===== config.mk =====
export PLATFORM = sky130hd
export DESIGN_NAME = mem_responder
export DESIGN_NICKNAME = d
export VERILOG_FILES = /design/src/rtl/mem_pkg.sv /design/src/rtl/mem_array.sv /design/src/rtl/mem_responder.sv
export SDC_FILE = /design/constraint.sdc
export NUM_CORES = 2
export LEC_CHECK = 0
export CAP_MARGIN = 20
export CORE_MARGIN = 1
export CORE_UTILIZATION = 40
export DETAILED_ROUTE_END_ITERATION = 8
export SYNTH_ARGS = -nofsm -noshare
export SYNTH_HDL_FRONTEND = slang
export SYNTH_SLANG_ARGS = --single-unit

===== constraint.sdc =====
create_clock -name CLK -period 8.8 [get_ports CLK]
set_input_delay 1.76 -clock CLK [delete_from_list [all_inputs] [get_ports CLK]]
set_output_delay 1.76 -clock CLK [all_outputs]
set_load 0.005 [all_outputs]

===== src/rtl/mem_pkg.sv =====
// Shared constants for the wait-state memory responder: FSM encodings,
// default geometry and the wait-state counter sizing.
package mem_pkg;

  localparam int DATA_W_DEF = 16;
  localparam int DEPTH_DEF  = 256;
  localparam int WAIT_MAX   = 15;
  localparam int CNT_W      = $clog2(WAIT_MAX + 1);

  // Encoding 2'd3 is unused; the FSM maps it back to ST_IDLE.
  localparam logic [1:0] ST_IDLE = 2'd0;
  localparam logic [1:0] ST_WAIT = 2'd1;
  localparam logic [1:0] ST_RESP = 2'd2;

endpackage


===== src/rtl/mem_array.sv =====
// Single-port storage: synchronous write, registered read.
// Only the read register is reset; the array itself keeps its contents.
module mem_array
  import mem_pkg::*;
#(
  parameter int    DATA_W    = DATA_W_DEF,
  parameter int    DEPTH     = DEPTH_DEF,
  parameter string INIT_FILE = "",
  localparam int   AW        = (DEPTH > 1) ? $clog2(DEPTH) : 1
) (
  input  logic              clk_i,
  input  logic              rst_ni,
  input  logic              en_i,
  input  logic              we_i,
  input  logic [AW-1:0]     addr_i,
  input  logic [DATA_W-1:0] wdata_i,
  output logic [DATA_W-1:0] rdata_o
);

  logic [DATA_W-1:0] mem_q [DEPTH];
  logic [DATA_W-1:0] rdata_q;

  always_ff @(posedge clk_i) begin
    if (en_i && we_i) mem_q[addr_i] <= wdata_i;
  end

  always_ff @(posedge clk_i or negedge rst_ni) begin
    if (!rst_ni) rdata_q <= '0;
    else if (en_i && !we_i) rdata_q <= mem_q[addr_i];
  end

  assign rdata_o = rdata_q;

endmodule


===== src/rtl/mem_responder.sv =====
// Wait-state memory responder: captures one request in IDLE, waits WAIT_CYCLES
// edges, then pulses ack for one cycle with read data or an address error.
module mem_responder
  import mem_pkg::*;
#(
  parameter int    DATA_W      = DATA_W_DEF,
  parameter int    DEPTH       = DEPTH_DEF,
  parameter int    WAIT_CYCLES = 2,
  parameter string INIT_FILE   = ""
) (
  input  logic              CLK,
  input  logic              reset,
  input  logic              req,
  input  logic              we,
  input  logic [15:0]       addr,
  input  logic [DATA_W-1:0] wdata,
  output logic              ack,
  output logic [DATA_W-1:0] rdata,
  output logic              err,
  output logic              busy,
  output logic [1:0]        state,
  output logic [15:0]       txn_count
);

  localparam int               AW      = (DEPTH > 1) ? $clog2(DEPTH) : 1;
  localparam logic [16:0]      DEPTH_L = 17'(DEPTH);
  localparam logic [CNT_W-1:0] WAIT_L  = CNT_W'(WAIT_CYCLES);

  logic [1:0]        state_q, state_d;
  logic [CNT_W-1:0]  cnt_q, cnt_d;
  logic              we_q, we_d;
  logic [15:0]       addr_q, addr_d;
  logic [DATA_W-1:0] wdata_q, wdata_d;
  logic              err_q, err_d;
  logic              rd_err_q, rd_err_d;
  logic [15:0]       txn_q, txn_d;

  logic              enter_resp;
  logic              acc_we;
  logic [15:0]       acc_addr;
  logic [DATA_W-1:0] acc_wdata;
  logic              acc_valid;
  logic              mem_en;
  logic [DATA_W-1:0] arr_rdata;

  // With zero wait states the access completes on the capture edge, so the
  // array must see the live request rather than the captured copy.
  always_comb begin
    acc_we    = (state_q == ST_IDLE) ? we    : we_q;
    acc_addr  = (state_q == ST_IDLE) ? addr  : addr_q;
    acc_wdata = (state_q == ST_IDLE) ? wdata : wdata_q;
    acc_valid = {1'b0, acc_addr} < DEPTH_L;
  end

  always_comb begin
    state_d    = state_q;
    cnt_d      = cnt_q;
    we_d       = we_q;
    addr_d     = addr_q;
    wdata_d    = wdata_q;
    enter_resp = 1'b0;
    case (state_q)
      ST_IDLE: begin
        if (req) begin
          we_d    = we;
          addr_d  = addr;
          wdata_d = wdata;
          if (WAIT_CYCLES == 0) begin
            state_d    = ST_RESP;
            enter_resp = 1'b1;
          end else begin
            state_d = ST_WAIT;
            cnt_d   = WAIT_L;
          end
        end
      end
      ST_WAIT: begin
        cnt_d = cnt_q - 1'b1;
        if (cnt_q <= 1) begin
          state_d    = ST_RESP;
          enter_resp = 1'b1;
        end
      end
      ST_RESP: state_d = ST_IDLE;
      default: state_d = ST_IDLE;
    endcase
  end

  // rdata only changes on read completions; an errored read forces it to 0.
  always_comb begin
    mem_en   = enter_resp && acc_valid;
    err_d    = enter_resp && !acc_valid;
    rd_err_d = rd_err_q;
    if (enter_resp && !acc_we) rd_err_d = !acc_valid;
    txn_d = enter_resp ? txn_q + 16'd1 : txn_q;
  end

  always_ff @(posedge CLK or negedge reset) begin
    if (!reset) begin
      state_q  <= ST_IDLE;
      cnt_q    <= '0;
      we_q     <= 1'b0;
      addr_q   <= '0;
      wdata_q  <= '0;
      err_q    <= 1'b0;
      rd_err_q <= 1'b0;
      txn_q    <= '0;
    end else begin
      state_q  <= state_d;
      cnt_q    <= cnt_d;
      we_q     <= we_d;
      addr_q   <= addr_d;
      wdata_q  <= wdata_d;
      err_q    <= err_d;
      rd_err_q <= rd_err_d;
      txn_q    <= txn_d;
    end
  end

  mem_array #(
    .DATA_W   (DATA_W),
    .DEPTH    (DEPTH),
    .INIT_FILE(INIT_FILE)
  ) u_mem_array (
    .clk_i  (CLK),
    .rst_ni (reset),
    .en_i   (mem_en),
    .we_i   (acc_we),
    .addr_i (acc_addr[AW-1:0]),
    .wdata_i(acc_wdata),
    .rdata_o(arr_rdata)
  );

  assign ack       = (state_q == ST_RESP);
  assign busy      = (state_q == ST_WAIT) || (state_q == ST_RESP);
  assign err       = err_q;
  assign rdata     = rd_err_q ? '0 : arr_rdata;
  assign state     = state_q;
  assign txn_count = txn_q;

endmodule

==> flow_summary.toml <==
[worst_setup_path]
crit_required_ps = 9630
cpMostUsedCell = "buf_4"
end_kind = "flip-flop"
slowest_stage = "o41ai_1"
crit_family = "compound AO/OA/AOI/OAI gates"
worstPathArrival_ps = 7150
worst-path-max-fanout = 56
critical_path_class = "reg -> reg"
crit_path_max_incr_delay_ps = 1000
cp_num_buf_inv = 4
start_kind = "flip-flop"
cp_cell_sequence = "inv_1 -> ha_4 -> buf_4 -> mux2_8 -> buf_4 -> buf_4 -> mux4_2 -> a22oi_1 -> a21oi_1 -> o41ai_1 -> nand2_1 -> o22a_1"

[clocking]
cts_hold_buf = 0
root_buffer = "clkbuf_16"
clock_latency_ps = 970
cts_inserted_buffers = 416
clkTransAtPathRegs_ps = 60
htree_levels = 5
cts_setup_buffers = 0
clock_path_buffers = 4
cts.sinks = 4169
cts_tree = "yes"
post_cts_resized = 0

[synthesis]
yosys_most_used_dff = "edfxtp_1"
ys_seq_area_share_pct = 78.5
avgSynthCellArea_sq_um = 21.8
synthMuxAreaShare_pct = 15.0
synth_area_leaders = "edfxtp_1, mux4_2, nand2_1"
synth_top_family_by_area = "multiplexers"
ys_ff_latch = 4169
synth_warnings = 0
synth.distinct_cells = 46
synth_top_area_cell = "edfxtp_1"
yosys.area_share.simple_pct = 2.58
syn-cell-area_sq_um = 159000
synth_edf_count = 4096
synth-compound-area-share_pct = 2.59
ys_top_cells_by_count = "edfxtp_1, mux4_2, nand2_1"
synthArstFlopShare_pct = 1.75
synth_adder_area_share_pct = 0.0472
synthXorXnorAreaFrac_pct = 0.0827
netlist.area_leader.share_pct = 77.4
postSynthCellCount = 7303
synth_nets = 7345
synthMostInstantiatedCell = "edfxtp_1"

[timing]
setup_tns_ps = 0
fin_crit_sh_pct = 71.8
setup_viol = 0
rsz0062_at_grt = "false"
relSlewSlack_pct = 13.2
max_freq_mhz = 158
worstMarginPinSlew_ps = 1300
period_needed_ps = 6320
hold_viol = 0
fin_hold_ws_ps = 475
drv_slew = 0
finClkSkew_ps = 65.6

[finish]
drive_gt1_share_pct = 26.6
nets = 7889
final_cells = 13400
nFillCells = 32500
area_growth_pct = 14.7
layout.area.seq_sq_um = 125000
multiInputGateArea_sq_um = 32800

[floorplanning]
dieArea_sq_um = 400000
fp.dieW_um = 632
die_y_um = 632
initial_utilization_pct = 40.2
core_sq_um = 396000
pin_count = 73
rows = 231

[detailed_routing]
wl_per_cell_um = 31.9
vias = 78800
postRouteWirelength_um = 429000
dr.pass1.iters = 5
wl_met1_um = 173000
via_per_inst = 5.86
drc = 0
highest_layer = "met5"
wl_met2_um = 204000
dr_wl_met3_um = 35900
drt_iter0_drc = 9919
antenna_left = 0

[global_route]
gr-total-overflow = 0
grt_use_total_pct = 21.2
grt_pass1_wl_um = 606000
grt_max_degree = 193
antenna_found_initial = 26
grt_pass1_vias = 78900

[pwr]
switching_share_pct = 32.4
intPower_mw = 41.3
leakage_nw = 56.2
ir_worst_vdd_mv = 0.419
pwr-share-comb_pct = 30.3
pwr-share-seq_pct = 41.5
switching_power_mw = 19.8
clkPwrFrac_pct = 28.2
p_per_area_nw_per_um2 = 335

[placed_design]
numPortBuffers = 72
dpl.hpwl_um = 249000
place_congestion = 0.824
dp_cells = 12700

[run]
maxCapViolCount = 0

[worst_hold_path]
hold_path_class = "reg -> reg"

[status]
outcome = "finished, final reports clean"
-- worst reg2reg max path, cell delays in order (launching register included) --
cell     delay [ps]
dfrtp_1         410
inv_1           130
ha_4            620
buf_4           570
mux2_8          930
buf_4           500
buf_4           480
mux4_2          420
a22oi_1         240
a21oi_1         110
o41ai_1        1000
nand2_1         500
o22a_1          290
-- layout by cell type, fill, tap and decap left out, drive strengths merged, types with 3 or more instances in the layout --
master         Yosys  layout
clkinvlp           0      14
edfxtp          4096    4096
and3               6       6
bufinv             0      29
nand3             12      12
o21ai             14      14
mux2i              3       3
nor3               6       6
a41oi            160     160
mux2              60      60
clkbuf           206     524
diode              0      11
clkdlybuf4s50      0      71
xnor2             12      12
a21oi             99      99
a32o               3       3
dfrtp             73      73
mux4            1024    1024
ha                 6       6
buf              216     477
nand2b             6       6
nor2             272     272
nor2b             19      19
nor4               6       6
nand2            696     696
a22oi            189     189
o22a               7       7
o41ai             56      56
o32ai              3       3
nand4             17      17
inv               11      26
clkinv             1     181
xor2               3       3
a22o               5       5
-- worst paths after layout --
| check | startpoint | endpoint | slack (ps) | cells after the start |
|---|---|---|---|---|
| setup / recovery | state[0] | u_mem_array.rdata_o[9] | 2480 | 12 |
| hold / removal | txn_count[15] | txn_count[15] | 480 | 1 |
| setup reg to reg | state[0] | u_mem_array.rdata_o[9] | 2480 | 12 |
| hold reg to reg | txn_count[15] | txn_count[15] | 480 | 1 |
| max in group asynchronous | reset | u_mem_array.rdata_o[9] | 6680 | 2 |
| min in group asynchronous | reset | err | 700 | 1 |
-- layout make-up --
type	count	share of cell area (%)
Clock buffer	524	6.02
Clock inverter	238	1.19
Sequential cell	4169	68.4
Timing Repair Buffer	548	2.71
Inverter	12	0.0247
Antenna cell	11	0.0151
Multi-Input combinational cell	2700	18.0
Tap cell	5242	3.60
-- registers in the layout, summed over array words and instances (netlist names) --
register,flops
addr_q,16
cnt_q,4
err,1
rd_err_q,1
state,2
txn_count,16
u_mem_array.mem_q,4096
u_mem_array.rdata_o,16
wdata_q,16
we_q,1
-- routing by layer --
metal  up-vias  GRT usage, %
li1      31700             -
met1     42800          29.7
met2      3649          33.7
met3       655          3.95
met4         8          6.99
met5         -             0
-- power groups by stage --
| stage | logic, mW | registers [mW] | clock network, mW |
|---|---|---|---|
| 2_1_floorplan | 11.1 | 26.0 | 0 |
| 3_3_place_gp | 18.3 | 25.7 | 0 |
| 3_5_place_dp | 18.7 | 25.8 | 0 |
| 4_1_cts | 18.7 | 25.4 | 17.5 |
| 5_1_grt | 19.6 | 25.4 | 18.2 |
| 6_report | 18.5 | 25.4 | 17.2 |
-- metrics by stage --
step	util, %	area [sq um]	setup slack [ps]	total power [mW]
global placement	42.7	169000	849	44.1
detailed placement	42.7	169000	1690	44.5
finish	46.1	182000	2480	61.1
CTS	46.0	182000	2460	61.6
global route	46.1	182000	2360	63.1
floorplan	-	159000	4250	37.1
-- cells by family (layout without fill, tap and decap cells) --
family / Yosys count / after routing
buf+inv: 434 / 1322
flops: 4169 / 4169
fa+ha+maj: 6 / 6
other cells: 0 / 11
mux: 1087 / 1087
xor+xnor: 15 / 15
simple gates: 1046 / 1046
compound gates: 546 / 546
(Power assumes the default switching activity.)
